===== config.mk =====
export PLATFORM = sky130hd
export DESIGN_NAME = axi_lite_structure_flat
export DESIGN_NICKNAME = d
export VERILOG_FILES = /design/src/rtl/axil_pkg.sv /design/src/rtl/axi4_Lite_if.sv /design/src/rtl/axil_hold_reg.sv /design/src/rtl/axi_lite_structure.sv /design/src/flat_wrapper.sv
export SDC_FILE = /design/constraint.sdc
export NUM_CORES = 1
export LEC_CHECK = 0
export BUFFER_PORTS_ARGS = -buffer_cell sky130_fd_sc_hd__clkbuf_2
export CAP_MARGIN = 20
export CORE_MARGIN = 3
export CORE_UTILIZATION = 36
export DETAILED_ROUTE_END_ITERATION = 10
export GPL_ROUTABILITY_DRIVEN = 1
export HOLD_SLACK_MARGIN = 0.08
export PLACE_DENSITY = 0.72
export SLEW_MARGIN = 30
export SYNTH_ARGS = -nofsm -noshare
export SYNTH_HDL_FRONTEND = slang
export SYNTH_SLANG_ARGS = --single-unit

===== constraint.sdc =====
create_clock -name clk -period 1.5 [get_ports clk]
set_clock_uncertainty 0.05 [all_clocks]
set_input_delay 0.225 -clock clk [delete_from_list [all_inputs] [get_ports clk]]
set_output_delay 0.225 -clock clk [all_outputs]
set_load 0.05 [all_outputs]

===== src/rtl/axil_pkg.sv =====
// Shared widths, response codes, address window and FSM states
// for the AXI4-Lite forwarding stage.
package axil_pkg;

  localparam int addrWidth = 32;
  localparam int dataWidth = 32;
  localparam int strbWidth = dataWidth / 8;

  localparam logic [addrWidth-1:0] ADDR_BASE = 'h0;
  localparam logic [addrWidth-1:0] ADDR_SIZE = 'h1000;

  typedef enum logic [1:0] {
    OKAY   = 2'b00,
    EXOKAY = 2'b01,
    SLVERR = 2'b10,
    DECERR = 2'b11
  } resp_t;

  typedef enum logic [1:0] {
    W_IDLE,
    W_ISSUE,
    W_WAIT,
    W_RESP
  } wstate_t;

  typedef enum logic [1:0] {
    R_IDLE,
    R_ISSUE,
    R_WAIT,
    R_RESP
  } rstate_t;

  // Unsigned wrap makes one compare cover both window edges
  function automatic logic addr_ok(
    input logic [addrWidth-1:0] a
  );
    return (a - ADDR_BASE) < ADDR_SIZE;
  endfunction

endpackage


===== src/rtl/axi4_Lite_if.sv =====
// AXI4-Lite bus bundle with master and slave views.
// Widths come from axil_pkg.
interface axi4_Lite;
  import axil_pkg::*;

  logic [addrWidth-1:0] awaddr;
  logic [2:0]           awprot;
  logic                 awvalid;
  logic                 awready;
  logic [dataWidth-1:0] wdata;
  logic [strbWidth-1:0] wstrb;
  logic                 wvalid;
  logic                 wready;
  logic [1:0]           bresp;
  logic                 bvalid;
  logic                 bready;
  logic [addrWidth-1:0] araddr;
  logic [2:0]           arprot;
  logic                 arvalid;
  logic                 arready;
  logic [dataWidth-1:0] rdata;
  logic [1:0]           rresp;
  logic                 rvalid;
  logic                 rready;

  modport axiSlave (
    input  awaddr, awprot, awvalid,
    output awready,
    input  wdata, wstrb, wvalid,
    output wready,
    output bresp, bvalid,
    input  bready,
    input  araddr, arprot, arvalid,
    output arready,
    output rdata, rresp, rvalid,
    input  rready
  );

  modport axiMaster (
    output awaddr, awprot, awvalid,
    input  awready,
    output wdata, wstrb, wvalid,
    input  wready,
    input  bresp, bvalid,
    output bready,
    output araddr, arprot, arvalid,
    input  arready,
    input  rdata, rresp, rvalid,
    output rready
  );

endinterface


===== src/rtl/axil_hold_reg.sv =====
// Valid flag plus payload register; load sets, clear drops valid.
// Clear wins over load; payload only changes on load.
module axil_hold_reg #(
  parameter int W = 8
) (
  input  logic         clk,
  input  logic         rst,
  input  logic         ld_i,
  input  logic         clr_i,
  input  logic [W-1:0] d_i,
  output logic         vld_o,
  output logic [W-1:0] q_o
);

  logic         vld_q;
  logic [W-1:0] q_q;

  // Track the valid flag and capture payload on load
  always_ff @(posedge clk or negedge rst) begin
    if (!rst) begin
      vld_q <= 1'b0;
      q_q   <= '0;
    end else begin
      if (clr_i)     vld_q <= 1'b0;
      else if (ld_i) vld_q <= 1'b1;
      if (ld_i)      q_q   <= d_i;
    end
  end

  assign vld_o = vld_q;
  assign q_o   = q_q;

endmodule


===== src/rtl/axi_lite_structure.sv =====
// AXI4-Lite slave-to-master forwarding stage, one wr + one rd in flight.
// Define AXIL_STRUCT_ADDR_CHECK_EN to answer out-of-window addrs with DECERR.
module axi_lite_structure
  import axil_pkg::*;
(
  input  logic                 clk,
  input  logic                 rst,
  axi4_Lite.axiSlave           s,
  output logic [addrWidth-1:0] awaddrM,
  output logic [2:0]           awprotM,
  output logic                 awvalidM,
  input  logic                 awreadyM,
  output logic [dataWidth-1:0] wdataM,
  output logic [strbWidth-1:0] wstrbM,
  output logic                 wvalidM,
  input  logic                 wreadyM,
  input  logic                 bvalidM,
  input  logic [1:0]           brespM,
  output logic                 breadyM,
  output logic [addrWidth-1:0] araddrM,
  output logic [2:0]           arprotM,
  output logic                 arvalidM,
  input  logic                 arreadyM,
  input  logic                 rvalidM,
  input  logic [dataWidth-1:0] rdataM,
  input  logic [1:0]           rrespM,
  output logic                 rreadyM
);

  localparam int AW = addrWidth + 3;
  localparam int WW = dataWidth + strbWidth;

  wstate_t wr_q, wr_d;
  rstate_t rd_q, rd_d;

  logic awready_q, awready_d;
  logic wready_q, wready_d;
  logic awvalidM_q, awvalidM_d;
  logic wvalidM_q, wvalidM_d;
  logic breadyM_q, breadyM_d;
  logic bvalid_q, bvalid_d;
  logic [1:0] bresp_q, bresp_d;
  logic arready_q, arready_d;
  logic rreadyM_q, rreadyM_d;
  logic rvalid_q, rvalid_d;
  logic [1:0] rresp_q, rresp_d;
  logic [dataWidth-1:0] rdata_q, rdata_d;

  logic aw_hs, w_hs, ar_hs;
  logic aw_vld, w_vld, ar_vld;
  logic aw_vn, w_vn;
  logic wr_clr, ar_clr, ar_ld;
  logic wr_dec, rd_dec;
  logic [AW-1:0] aw_q, ar_q;
  logic [WW-1:0] w_q;

  assign aw_hs  = s.awvalid && awready_q;
  assign w_hs   = s.wvalid && wready_q;
  assign ar_hs  = s.arvalid && arready_q;
  assign wr_clr = (wr_q == W_RESP) && s.bready;
  assign aw_vn  = !wr_clr && (aw_vld || aw_hs);
  assign w_vn   = !wr_clr && (w_vld || w_hs);
  assign ar_ld  = ar_hs && (rd_d == R_ISSUE);
  assign ar_clr = ar_vld && arreadyM;

`ifdef AXIL_STRUCT_ADDR_CHECK_EN
  logic [addrWidth-1:0] aw_addr_n;
  assign aw_addr_n = aw_hs ? s.awaddr
                           : aw_q[addrWidth-1:0];
`endif

  axil_hold_reg #(.W(AW)) u_aw (
    .clk   (clk),
    .rst   (rst),
    .ld_i  (aw_hs),
    .clr_i (wr_clr),
    .d_i   ({s.awprot, s.awaddr}),
    .vld_o (aw_vld),
    .q_o   (aw_q)
  );

  axil_hold_reg #(.W(WW)) u_w (
    .clk   (clk),
    .rst   (rst),
    .ld_i  (w_hs),
    .clr_i (wr_clr),
    .d_i   ({s.wstrb, s.wdata}),
    .vld_o (w_vld),
    .q_o   (w_q)
  );

  // AR holder valid doubles as the M-side arvalid
  axil_hold_reg #(.W(AW)) u_ar (
    .clk   (clk),
    .rst   (rst),
    .ld_i  (ar_ld),
    .clr_i (ar_clr),
    .d_i   ({s.arprot, s.araddr}),
    .vld_o (ar_vld),
    .q_o   (ar_q)
  );

  // State registers for both FSMs
  always_ff @(posedge clk or negedge rst) begin
    if (!rst) begin
      wr_q <= W_IDLE;
      rd_q <= R_IDLE;
    end else begin
      wr_q <= wr_d;
      rd_q <= rd_d;
    end
  end

  // Write next-state
  always_comb begin
    wr_d = wr_q;
    unique case (wr_q)
      W_IDLE: if (aw_vn && w_vn) begin
        wr_d = W_ISSUE;
`ifdef AXIL_STRUCT_ADDR_CHECK_EN
        if (!addr_ok(aw_addr_n)) wr_d = W_RESP;
`endif
      end
      W_ISSUE:
        if ((!awvalidM_q || awreadyM) &&
            (!wvalidM_q || wreadyM))
          wr_d = W_WAIT;
      W_WAIT: if (bvalidM) wr_d = W_RESP;
      W_RESP: if (s.bready) wr_d = W_IDLE;
      default: wr_d = W_IDLE;
    endcase
  end

  // Read next-state
  always_comb begin
    rd_d = rd_q;
    unique case (rd_q)
      R_IDLE: if (ar_hs) begin
        rd_d = R_ISSUE;
`ifdef AXIL_STRUCT_ADDR_CHECK_EN
        if (!addr_ok(s.araddr)) rd_d = R_RESP;
`endif
      end
      R_ISSUE: if (ar_vld && arreadyM) rd_d = R_WAIT;
      R_WAIT:  if (rvalidM) rd_d = R_RESP;
      R_RESP:  if (s.rready) rd_d = R_IDLE;
      default: rd_d = R_IDLE;
    endcase
  end

  assign wr_dec = (wr_q == W_IDLE) && (wr_d == W_RESP);
  assign rd_dec = (rd_q == R_IDLE) && (rd_d == R_RESP);

  // Write outputs, computed from the upcoming state
  always_comb begin
    awready_d  = (wr_d == W_IDLE) && !aw_vn;
    wready_d   = (wr_d == W_IDLE) && !w_vn;
    awvalidM_d = 1'b0;
    wvalidM_d  = 1'b0;
    if (wr_d == W_ISSUE) begin
      if (wr_q == W_IDLE) begin
        awvalidM_d = 1'b1;
        wvalidM_d  = 1'b1;
      end else begin
        awvalidM_d = awvalidM_q && !awreadyM;
        wvalidM_d  = wvalidM_q && !wreadyM;
      end
    end
    breadyM_d = (wr_d == W_WAIT);
    bvalid_d  = (wr_d == W_RESP);
    bresp_d   = bresp_q;
    if (wr_dec)
      bresp_d = DECERR;
    else if (wr_q == W_WAIT && bvalidM)
      bresp_d = brespM;
  end

  // Read outputs, computed from the upcoming state
  always_comb begin
    arready_d = (rd_d == R_IDLE);
    rreadyM_d = (rd_d == R_WAIT);
    rvalid_d  = (rd_d == R_RESP);
    rresp_d   = rresp_q;
    rdata_d   = rdata_q;
    if (rd_dec) begin
      rresp_d = DECERR;
      rdata_d = '0;
    end else if (rd_q == R_WAIT && rvalidM) begin
      rresp_d = rrespM;
      rdata_d = rdataM;
    end
  end

  // Output registers
  always_ff @(posedge clk or negedge rst) begin
    if (!rst) begin
      awready_q  <= 1'b0;
      wready_q   <= 1'b0;
      awvalidM_q <= 1'b0;
      wvalidM_q  <= 1'b0;
      breadyM_q  <= 1'b0;
      bvalid_q   <= 1'b0;
      bresp_q    <= '0;
      arready_q  <= 1'b0;
      rreadyM_q  <= 1'b0;
      rvalid_q   <= 1'b0;
      rresp_q    <= '0;
      rdata_q    <= '0;
    end else begin
      awready_q  <= awready_d;
      wready_q   <= wready_d;
      awvalidM_q <= awvalidM_d;
      wvalidM_q  <= wvalidM_d;
      breadyM_q  <= breadyM_d;
      bvalid_q   <= bvalid_d;
      bresp_q    <= bresp_d;
      arready_q  <= arready_d;
      rreadyM_q  <= rreadyM_d;
      rvalid_q   <= rvalid_d;
      rresp_q    <= rresp_d;
      rdata_q    <= rdata_d;
    end
  end

  assign s.awready = awready_q;
  assign s.wready  = wready_q;
  assign s.bvalid  = bvalid_q;
  assign s.bresp   = bresp_q;
  assign s.arready = arready_q;
  assign s.rvalid  = rvalid_q;
  assign s.rresp   = rresp_q;
  assign s.rdata   = rdata_q;

  assign awaddrM  = aw_q[addrWidth-1:0];
  assign awprotM  = aw_q[addrWidth+:3];
  assign awvalidM = awvalidM_q;
  assign wdataM   = w_q[dataWidth-1:0];
  assign wstrbM   = w_q[dataWidth+:strbWidth];
  assign wvalidM  = wvalidM_q;
  assign breadyM  = breadyM_q;
  assign araddrM  = ar_q[addrWidth-1:0];
  assign arprotM  = ar_q[addrWidth+:3];
  assign arvalidM = ar_vld;
  assign rreadyM  = rreadyM_q;

endmodule


===== src/flat_wrapper.sv =====
// flat-port wrapper written by rule: the top's interface ports become plain ports
module axi_lite_structure_flat import axil_pkg::*;
  (clk, rst, awaddrM, awprotM, awvalidM, awreadyM, wdataM, wstrbM, wvalidM, wreadyM, bvalidM, brespM, breadyM, araddrM, arprotM, arvalidM, arreadyM, rvalidM, rdataM, rrespM, rreadyM, s_awaddr, s_awprot, s_awvalid, s_awready, s_wdata, s_wstrb, s_wvalid, s_wready, s_bresp, s_bvalid, s_bready, s_araddr, s_arprot, s_arvalid, s_arready, s_rdata, s_rresp, s_rvalid, s_rready);
  axi4_Lite s_i ();
  input  logic clk;
  input  logic rst;
  output logic [addrWidth-1:0] awaddrM;
  output logic [2:0] awprotM;
  output logic awvalidM;
  input  logic awreadyM;
  output logic [dataWidth-1:0] wdataM;
  output logic [strbWidth-1:0] wstrbM;
  output logic wvalidM;
  input  logic wreadyM;
  input  logic bvalidM;
  input  logic [1:0] brespM;
  output logic breadyM;
  output logic [addrWidth-1:0] araddrM;
  output logic [2:0] arprotM;
  output logic arvalidM;
  input  logic arreadyM;
  input  logic rvalidM;
  input  logic [dataWidth-1:0] rdataM;
  input  logic [1:0] rrespM;
  output logic rreadyM;
  input wire logic [$bits(s_i.awaddr)-1:0] s_awaddr;
  input wire logic [$bits(s_i.awprot)-1:0] s_awprot;
  input wire logic [$bits(s_i.awvalid)-1:0] s_awvalid;
  output wire logic [$bits(s_i.awready)-1:0] s_awready;
  input wire logic [$bits(s_i.wdata)-1:0] s_wdata;
  input wire logic [$bits(s_i.wstrb)-1:0] s_wstrb;
  input wire logic [$bits(s_i.wvalid)-1:0] s_wvalid;
  output wire logic [$bits(s_i.wready)-1:0] s_wready;
  output wire logic [$bits(s_i.bresp)-1:0] s_bresp;
  output wire logic [$bits(s_i.bvalid)-1:0] s_bvalid;
  input wire logic [$bits(s_i.bready)-1:0] s_bready;
  input wire logic [$bits(s_i.araddr)-1:0] s_araddr;
  input wire logic [$bits(s_i.arprot)-1:0] s_arprot;
  input wire logic [$bits(s_i.arvalid)-1:0] s_arvalid;
  output wire logic [$bits(s_i.arready)-1:0] s_arready;
  output wire logic [$bits(s_i.rdata)-1:0] s_rdata;
  output wire logic [$bits(s_i.rresp)-1:0] s_rresp;
  output wire logic [$bits(s_i.rvalid)-1:0] s_rvalid;
  input wire logic [$bits(s_i.rready)-1:0] s_rready;
  assign s_i.awaddr = s_awaddr;
  assign s_i.awprot = s_awprot;
  assign s_i.awvalid = s_awvalid;
  assign s_awready = s_i.awready;
  assign s_i.wdata = s_wdata;
  assign s_i.wstrb = s_wstrb;
  assign s_i.wvalid = s_wvalid;
  assign s_wready = s_i.wready;
  assign s_bresp = s_i.bresp;
  assign s_bvalid = s_i.bvalid;
  assign s_i.bready = s_bready;
  assign s_i.araddr = s_araddr;
  assign s_i.arprot = s_arprot;
  assign s_i.arvalid = s_arvalid;
  assign s_arready = s_i.arready;
  assign s_rdata = s_i.rdata;
  assign s_rresp = s_i.rresp;
  assign s_rvalid = s_i.rvalid;
  assign s_i.rready = s_rready;
  axi_lite_structure u_core (.clk(clk), .rst(rst), .s(s_i), .awaddrM(awaddrM), .awprotM(awprotM), .awvalidM(awvalidM), .awreadyM(awreadyM), .wdataM(wdataM), .wstrbM(wstrbM), .wvalidM(wvalidM), .wreadyM(wreadyM), .bvalidM(bvalidM), .brespM(brespM), .breadyM(breadyM), .araddrM(araddrM), .arprotM(arprotM), .arvalidM(arvalidM), .arreadyM(arreadyM), .rvalidM(rvalidM), .rdataM(rdataM), .rrespM(rrespM), .rreadyM(rreadyM));
endmodule

==> impl_results.md <==
* Syn_nets at 519
* Critical Path Source Type: register
* Post-Syn Area at 6165 sq um
* Final nets at 1006
* Critical Path Start: u_core.rd_q[0]
* I/O Pins at 306
* Post-synthesis compound-gate area fraction at 1.867%
* Worst-Skew Late Latency at 0.40 ns
* Top area cells in the synthesized netlist: dfrtp_1 (64%), mux2_2 (19%), mux2_4 (8.5%)
* WP data required at 1.74 ns
* Worst Path Arrival at 1.80 ns
* Synth Area in Adders at 0%
* Die Area at 18730 sq um
* Layout area overhead at 70.63%
* Final antenna-violating net count at 0
* Synth Warn # at 0
* P_leak at 5.291 nW
* Global route total overflow at 0
* Main synth FF type: dfrtp_1
* Port Buffers at 305
* Crit path capture type: register
* Cell Rows at 47
* CTS Buf Count at 17
* CP Class: register to register
* Post-synth ARST share at 100.0%
* N_diodes at 0
* Initial antenna violation count at 0
* Placed cells at 886
* Power Dens Cells at 2519 nW/um^2
* Clock sink count at 158
* CTS tree: yes
* Final non-filler cell total at 1085
* Final hold violation count at 0
* Seq/Total Area, Yosys at 64.14%
* Most common cell in the netlist: dfrtp_1
* EDFF count, synth at 0
* Number of global-route vias before repair at 5463
* Status: finished, violations left
* Fin crit share at 104.4%
* Flops & latches, synth at 158
* Period minus WS final at 1.566 ns
* Unrepaired setup endpoints after global routing: yes
* Initial drt markers at 103
* Bufs on Longest Clock Path at 2
* Max Slew Vio Count at 0
* Worst r2r dst: u_core.u_ar.q_o[18]
* Distinct cells, synth at 33
* Setup WS pre-CTS at -0.1367 ns
* Hold EP: u_core.u_ar.vld_o
* Core Box Area at 16700 sq um
* Final Setup Violations at 69
* Synth Area in Simple Gates at 2.476%
* XOR/XNOR Fraction of Synth Area at 0%
* Internal reg-to-reg setup slack at -0.07 ns
* Post-synth top area share at 64.14%
* Worst-Margin Slew at 0.3180 ns
* Post-DP HPWL at 11.13 mm
* FF-to-FF Start: u_core.rd_q[0]
* DR pass1 iterations at 4
* Max-Cap Viols at 0
* Slew Limit Headroom at 78.89%
* Vias at 4956
* First-pass GRT wire length at 27.29 mm
* Wire per inst at 16.52 um
* Synth top cells by count: dfrtp_1 (158), mux2_2 (106), mux2_4 (35)
* Initial Utilization at 36.91%
* Largest net degree at the start of global routing at 55
* Root buf cell: clkbuf_16
* DR vias/cell at 4.568
* Hold depth at 3
* Worst-path clk slew at 0.06 ns
* Global-route usage over all layers at 18.68%
* Top cell type by total area after synthesis: dfrtp_1
* Max Clock Freq at 0.6384 GHz
* Residual DRC at 0
* Htree depth at 4
* WL final at 17.93 mm
* Die width at 136.9 um
* Maximum vdd drop at 0.001803 V
* DIE HEIGHT at 136.9 um
* Mux share of post-synthesis cell area at 28.56%
* Final Wtd Congestion at 0.7458
* Largest family of logic cells by synthesized area: multiplexers
* Share of layout cells above drive strength 1 at 60.12%
* Hold Crit Class: primary input to register
* Crit Path Max Fanout at 5
* Failing checks: setup timing
* Hold_sp: s_arvalid
* Register-to-Register Path Depth at 7
* Syn Area/Cell at 16.89 sq um
* Mapped Cells at 365
* Final worst setup slack at -0.06643 ns
-- cells by family after synthesis --
logic type | count (synthesis)
buf+inv | 20
flops | 158
compound gates | 18
mux | 145
simple gates | 24
-- registers in the layout (all words and copies together), names as in the netlist, 2 cells and up --
name,flops
u_core.u_w.q_o,36
u_core.u_ar.q_o,35
u_core.u_aw.q_o,35
u_core.s.rdata,32
u_core.rd_q,2
u_core.s.bresp,2
u_core.s.rresp,2
u_core.wr_q,2
-- cell usage in the layout, fill, tap and decap left out, types with 2 or more instances in the layout --
master,instances
clkbuf_2,303
dfrtp_1,153
dlygate4sd3_1,149
mux2_2,77
mux2_4,65
clkbuf_16,21
buf_4,11
buf_12,9
nand2_1,6
buf_6,5
dfrtp_2,5
o21ai_0,4
a21oi_1,4
clkbuf_8,4
buf_16,4
mux2i_1,3
and2_1,3
o31ai_1,3
o22ai_1,3
clkbuf_1,3
inv_1,2
nor2_1,2
nand2b_1,2
clkinvlp_4,2
clkinv_2,2
clkinv_4,2
-- power breakdown --
group / internal (mW) / switching [mW]
Clock: 2.47 / 1.64
Combinational: 4.79 / 9.88
Sequential: 6.42 / 1.30
-- layout make-up --
cell class                      count  area, sq um
Fill cell                        1203         6182
Sequential cell                   158         3960
Timing Repair Buffer              486         3542
Multi-Input combinational cell    187         2161
Clock buffer                       24        491.7
Tap cell                          220        275.3
Clock inverter                      8        81.33
Inverter                            2        7.507
-- worst max-delay path by stage --
stage          cells after the start  slack (ns)             endpoint
2_1_floorplan                      6       -0.07  u_core.u_ar.q_o[10]
3_3_place_gp                       4       -0.08    u_core.s.rdata[6]
3_5_place_dp                       4       -0.14    u_core.s.rdata[2]
4_1_cts                            5       -0.12   u_core.s.rdata[28]
5_1_grt                            6       -0.12  u_core.u_ar.q_o[14]
6_report                           7       -0.07  u_core.u_ar.q_o[18]
-- worst max-delay path, cell delays in order (launching register included) --
cell and delay, ns:
dfrtp_2 0.41, buf_6 0.12, nand3_4 0.05, nor2b_4 0.18
buf_12 0.12, buf_12 0.10, buf_16 0.12, mux2_4 0.29
-- routing by layer --
layer	up-vias	part of all wire, %	GRT usage [%]
met5	-	0	0
met4	0	3.1	7.428
met3	47	6.5	5.110
met2	221	54	34.47
met1	2415	37	20.19
li1	2273	-	-
-- through the flow --
step                      util (%)  cell area (sq um)  TNS, ns  power [mW]  hold slack [ns]
after detailed placement     48.39               8082   -5.900       21.48          0.07330
final                        62.98              10520   -2.184       26.49           0.1046
after global routing         62.98              10520   -4.785       27.65          0.08669
after global placement       48.39               8082   -2.796       21.15          0.06639
after floorplan                  -               6317   -3.912       18.29          -0.1206
after CTS                    62.60              10460   -3.684       26.56          0.08984
-- timing repair --
| item | 4_1_cts | 5_1_grt |
|---|---|---|
| hold endpoints to repair | 306 | 0 |
| hold buffers | 149 | 0 |
| resized for setup | 18 | 8 |
| pin swaps | 0 | 1 |
| cloned | 6 | 4 |
| buffers inserted | 9 | 2 |
| setup endpoints to repair | 69 | 70 |
Note: power is estimated with default switching activity, not from simulation.
